`src/rtl/alu_pkg.sv`:
```
// Shared definitions for the ALU output stage.
//   - opcode constants produced by the upstream ALU
//   - output-stage occupancy state encoding
//   - default data / opcode widths
package alu_pkg;

  localparam int N_DEF   = 32;
  localparam int OPW_DEF = 4;

  localparam logic [3:0] OP_ADD = 4'd0;
  localparam logic [3:0] OP_SUB = 4'd1;
  localparam logic [3:0] OP_AND = 4'd2;
  localparam logic [3:0] OP_OR  = 4'd3;
  localparam logic [3:0] OP_XOR = 4'd4;
  localparam logic [3:0] OP_SLL = 4'd5;
  localparam logic [3:0] OP_SRL = 4'd6;
  localparam logic [3:0] OP_SRA = 4'd7;
  localparam logic [3:0] OP_SLT = 4'd8;

  // Occupancy of the two-entry skid buffer.
  typedef enum logic [1:0] {
    EMPTY = 2'd0,
    ONE   = 2'd1,
    TWO   = 2'd2
  } state_t;

endpackage

```
`src/rtl/alu_flag_gen.sv`:
```
// Combinational zero / negative flag generation for an N-bit value.
// Ports:
//   value : input  N-bit value (two's complement)
//   zero  : output 1 when value is all zeros
//   neg   : output 1 when value is negative (MSB set)
module alu_flag_gen #(
  parameter int N = 32
) (
  input  logic signed [N-1:0] value,
  output logic                zero,
  output logic                neg
);

  assign zero = (value == '0);
  assign neg  = value[N-1];

endmodule

```
`src/rtl/alu_out_stage.sv`:
```
// Registered output stage behind the combinational ALU.
// Captures Z/op through a two-entry skid buffer (main + skid) with a
// valid/ready handshake on both sides, attaches zero/neg flags computed at
// capture time, and counts completed output transfers (wrapping).
// Ports:
//   clk, rst         : clock (rising edge), synchronous active-high reset
//   in_valid/in_ready: upstream handshake for Z/op
//   Z, op            : ALU result and the opcode that produced it
//   out_valid/out_ready: downstream handshake
//   R, R_op          : registered result / opcode (driven from main entry)
//   zero, neg        : flags of R, captured with the data
//   count            : completed output transfers modulo 2^CW
module alu_out_stage
  import alu_pkg::*;
#(
  parameter int N   = N_DEF,
  parameter int OPW = OPW_DEF,
  parameter int CW  = 16
) (
  input  logic           clk,
  input  logic           rst,
  input  logic           in_valid,
  output logic           in_ready,
  input  logic [N-1:0]   Z,
  input  logic [OPW-1:0] op,
  output logic           out_valid,
  input  logic           out_ready,
  output logic [N-1:0]   R,
  output logic [OPW-1:0] R_op,
  output logic           zero,
  output logic           neg,
  output logic [CW-1:0]  count
);

  state_t state_q;
  state_t state_nx;

  logic signed [N-1:0] main_data_p0;
  logic [OPW-1:0]      main_op_p0;
  logic                main_zero_p0;
  logic                main_neg_p0;

  logic signed [N-1:0] skid_data_p0;
  logic [OPW-1:0]      skid_op_p0;
  logic                skid_zero_p0;
  logic                skid_neg_p0;

  logic [CW-1:0] count_q;

  logic z_zero;
  logic z_neg;
  logic in_xfer;
  logic out_xfer;
  logic load_main_in;
  logic load_main_skid;
  logic load_skid;

  // Flags are derived from the incoming result so each entry carries its own.
  alu_flag_gen #(
    .N (N)
  ) u_flag_gen (
    .value (Z),
    .zero  (z_zero),
    .neg   (z_neg)
  );

  // Handshake decode from registered state; reset blocks input acceptance.
  assign in_ready  = !rst && (state_q != TWO);
  assign out_valid = (state_q != EMPTY);
  assign in_xfer   = in_valid && in_ready;
  assign out_xfer  = out_valid && out_ready;

  always_ff @(posedge clk) begin
    if (rst) state_q <= EMPTY;
    else     state_q <= state_nx;
  end

  always_comb begin
    state_nx       = state_q;
    load_main_in   = 1'b0;
    load_main_skid = 1'b0;
    load_skid      = 1'b0;
    case (state_q)
      EMPTY: begin
        if (in_xfer) begin
          load_main_in = 1'b1;
          state_nx     = ONE;
        end
      end
      ONE: begin
        if (in_xfer && out_xfer) begin
          load_main_in = 1'b1;
        end else if (in_xfer) begin
          load_skid = 1'b1;
          state_nx  = TWO;
        end else if (out_xfer) begin
          state_nx = EMPTY;
        end
      end
      TWO: begin
        // in_ready is low here, so only the drain path is possible.
        if (out_xfer) begin
          load_main_skid = 1'b1;
          state_nx       = ONE;
        end
      end
      default: state_nx = EMPTY;
    endcase
  end

  // Stage p0: main / skid entry capture.
  // Entries are cleared on reset so R and flags read zero afterwards.
  always_ff @(posedge clk) begin
    if (rst) begin
      main_data_p0 <= '0;
      main_op_p0   <= '0;
      main_zero_p0 <= 1'b0;
      main_neg_p0  <= 1'b0;
      skid_data_p0 <= '0;
      skid_op_p0   <= '0;
      skid_zero_p0 <= 1'b0;
      skid_neg_p0  <= 1'b0;
    end else begin
      if (load_main_in) begin
        main_data_p0 <= Z;
        main_op_p0   <= op;
        main_zero_p0 <= z_zero;
        main_neg_p0  <= z_neg;
      end else if (load_main_skid) begin
        main_data_p0 <= skid_data_p0;
        main_op_p0   <= skid_op_p0;
        main_zero_p0 <= skid_zero_p0;
        main_neg_p0  <= skid_neg_p0;
      end
      if (load_skid) begin
        skid_data_p0 <= Z;
        skid_op_p0   <= op;
        skid_zero_p0 <= z_zero;
        skid_neg_p0  <= z_neg;
      end
    end
  end

  always_ff @(posedge clk) begin
    if (rst)           count_q <= '0;
    else if (out_xfer) count_q <= count_q + CW'(1);
  end

  assign R     = main_data_p0;
  assign R_op  = main_op_p0;
  assign zero  = main_zero_p0;
  assign neg   = main_neg_p0;
  assign count = count_q;

endmodule

```
`config.mk`:
```
export PLATFORM = sky130hd
export DESIGN_NAME = alu_out_stage
export DESIGN_NICKNAME = d
export VERILOG_FILES = /design/src/rtl/alu_pkg.sv /design/src/rtl/alu_flag_gen.sv /design/src/rtl/alu_out_stage.sv
export SDC_FILE = /design/constraint.sdc
export NUM_CORES = 1
export LEC_CHECK = 0
export ABC_AREA = 1
export BUFFER_PORTS_ARGS = -buffer_cell sky130_fd_sc_hd__buf_2
export CAP_MARGIN = 20
export CORE_MARGIN = 4
export CORE_UTILIZATION = 48
export CTS_CLUSTER_DIAMETER = 150
export DETAILED_ROUTE_END_ITERATION = 12
export GPL_TIMING_DRIVEN = 0
export PLACE_DENSITY = 0.76
export SLEW_MARGIN = 20
export SYNTH_ARGS = -nofsm -noshare
export SYNTH_HDL_FRONTEND = slang
export SYNTH_HIERARCHICAL = 1
export SYNTH_SLANG_ARGS = --single-unit
```
`constraint.sdc`:
```
create_clock -name clk -period 1.3 [get_ports clk]
set_input_delay 0.13 -clock clk [delete_from_list [all_inputs] [get_ports clk]]
set_output_delay 0.13 -clock clk [all_outputs]
set_load 0.005 [all_outputs]
```
==> flow_summary.toml <==
[run_status]
status = "complete, but fails checks"
violations = "setup timing"

[drt]
vias = 4125
drc = 0
routed_wl_microns = 11200
drt_iter0_drc = 229
vias_per_cell = 5.27
firstDrtPassIters = 5
wl_per_cell_microns = 14.3
ant_nets = 0

[pwr]
power_density_mw_per_mm2 = 1140
p_leak_nw = 2.27
combPwrFrac_pct = 9.8
p_switching_mw = 1.39
peakVddDrop_v = 0.000649
power_frac_seq_pct = 49.6
clkPwrFrac_pct = 40.6
internal_power_mw = 4.69
power.total_mw = 6.09
swShare_pct = 22.9

[place]
dp_cells = 747
place_area_sq_mm = 0.00450
place_ws_ns = -0.238
io_buffer_count = 94
finalWeightedCongestion = 0.831
post-dp-hpwl_microns = 7330

[setup_path]
crit_path_end_kind = "flop"
reg2reg_slack_ns = -0.17
critPathMaxStageDelay_ns = 0.39
cp_data_arrival_time_ns = 1.73
crit_slowest_cell = "dfxtp_4"
critPathKind = "reg2reg"
critPathRequiredTime_ns = 1.56
cp_cell_sequence = "inv_4 -> nand2_4 -> nand3_4 -> inv_2 -> nand2_4 -> nor2_4 -> inv_2 -> buf_6 -> clkbuf_16 -> nor2_4 -> nor2_1"
cp_max_fo = 6
cp-start-kind = "flop"

[synth]
yosys.area_share.adder_pct = 0.321
syn_avg_cell_area_sq_um = 7.08
ys_warn_count = 6
yosys.area_share.simple_pct = 31.0
synth_top_family_by_area = "simple AND/OR/NAND/NOR gates"
syn_area_sq_mm = 0.00390
seq_area_frac_synth_pct = 48.3
ys_ff_latch = 94
synth_xor_xnor_area_share_pct = 0
synthMuxAreaShare_pct = 0
synth_fp_nets = 592
synth_cell_types = 24
syn_inst = 551
synth_compound_area_share_pct = 13.4

[clocking]
htreeDepth = 3
cts_tree = "yes"
path_clk_slew_ns = 0.09
numCtsBuffers = 9
clockBufferDepth = 2
numClockSinks = 94
clock_latency_ns = 0.36
cts-root-buf = "clkbuf_8"

[grt]
grt_util_all_layers_pct = 22.2
antenna_found_initial = 1
grt_pass1_vias = 3844
grt_start_max_net_pins = 16
grt_pass1_wl_microns = 17800
grt_overflow = 0

[finish]
area_growth_pct = 36.5
drive_gt1_share_pct = 31.0
final_util_pct = 68.2
diodes = 0
final_cell_mix = "150 x nand2_1, 99 x nor2_1, 95 x buf_2"
instances_no_fill = 783
fin_nets = 718
final_area_sq_mm = 0.00532
layout_commonest_cell = "nand2_1"

[die]
die_y_microns = 98.1
ios = 96
die_w_microns = 98.1
start_util_pct = 50.0
rows = 32
core_area_sq_mm = 0.00781
die_area_sq_mm = 0.00963

[sta]
drv_slew = 0
worstMarginPinSlew_ns = 0.517
finalHoldViolations = 0
skew_ns = 0.00803
setup_viol = 69
relSlewSlack_pct = 65.5
clock.fmax_ghz = 0.679
setup_ws_ns = -0.173
grt_setup_unrepaired = "true"
period_share_pct = 113
period_minus_slack_ns = 1.47

[flow_run]
timing.max_cap.violations = 0

[hold_path]
hold_class = "in2reg"
registers in the layout, indices dropped and copies added, names as in the netlist:
name / count
R: 32
R_op: 4
count: 16
neg: 1
skid_data_p0: 32
skid_neg_p0: 1
skid_op_p0: 4
skid_zero_p0: 1
state_q: 2
zero: 1
cell type report:
cell class                      count  area, sq um
Fill cell                         634         2480
Timing Repair Buffer              115          697
Tap cell                          102          128
Multi-Input combinational cell    402         2010
Clock inverter                      5          131
Inverter                           24         92.6
Sequential cell                    94         1890
Clock buffer                       10          128
Buffer                             31          245
timing repair:
| item | 4_1_cts | 5_1_grt |
|---|---|---|
| resized for setup | 48 | 60 |
| pin swaps | 16 | 18 |
| setup buffers | 10 | 7 |
| endpoints found under the hold margin | 0 | 0 |
| endpoints found under the setup margin | 89 | 91 |
| cloned | 0 | 4 |
| hold buffers | 0 | 0 |
per-stage QoR:
| stage | TNS, ns | hold slack (ns) |
|---|---|---|
| 2_1_floorplan | 0 | 0.265 |
| 3_3_place_gp | -7.31 | 0.370 |
| 3_5_place_dp | -10.21 | 0.391 |
| 4_1_cts | -4.85 | 0.0155 |
| 5_1_grt | -13.50 | 0.0233 |
| 6_report | -6.56 | 0.00938 |
power by group through the flow:
| stage | registers [mW] | clock network, mW | logic [mW] |
|---|---|---|---|
| 2_1_floorplan | 3.08 | 0 | 0.258 |
| 3_3_place_gp | 3.08 | 0 | 0.482 |
| 3_5_place_dp | 3.08 | 0 | 0.493 |
| 4_1_cts | 3.02 | 2.52 | 0.541 |
| 5_1_grt | 3.03 | 2.65 | 0.664 |
| 6_report | 3.02 | 2.47 | 0.599 |
per-layer routing:
metal	wire length, microns	GRT usage [%]
met5	12	0
met4	140	6.51
met3	856	5.57
met2	5470	36.4
met1	4740	28.9
cells in the mapped netlist:
cell type | number | area (sq um)
nor3_1 | 3 | 15.0
buf_6 | 4 | 45.0
buf_2 | 9 | 45.0
a21oi_1 | 10 | 50.1
buf_4 | 7 | 52.6
buf_1 | 1 | 3.75
o21ai_0 | 24 | 120
nor2_2 | 1 | 6.26
ha_1 | 1 | 12.5
nand2_1 | 154 | 578
o21bai_1 | 1 | 7.51
a31oi_1 | 38 | 238
inv_1 | 18 | 67.6
dfxtp_1 | 94 | 1880
nand2_2 | 1 | 6.26
nand3_1 | 9 | 45.0
nor2_4 | 1 | 11.3
nand4_1 | 6 | 37.5
nor2_1 | 131 | 492
clkbuf_1 | 10 | 37.5
o21a_1 | 1 | 7.51
nand3_4 | 1 | 17.5
inv_2 | 6 | 22.5
o21ai_1 | 20 | 100
worst max-delay path: cells and delay by family, from the launching register on:
| family | cells | cell delay [ns] |
|---|---|---|
| buffers and inverters | 5 | 0.51 |
| flip-flops | 1 | 0.39 |
| AND/OR/NAND/NOR | 6 | 0.47 |
kinds of logic after synthesis:
logic type / after synthesis
and+or+nand+nor: 307
AOI/OAI and AO/OA: 94
DFF: 94
buffers and inverters: 55
adders and majority gates: 1
final timing paths:
path                                 start  depth (start not counted)          endpoint
worst min register to register       R[25]                          2             R[25]
worst min-delay path                  Z[6]                          3   skid_data_p0[6]
worst max register to register  state_q[0]                         11  skid_data_p0[26]
worst max-delay path            state_q[0]                         11  skid_data_p0[26]
Power figures use the tool's default switching activity.
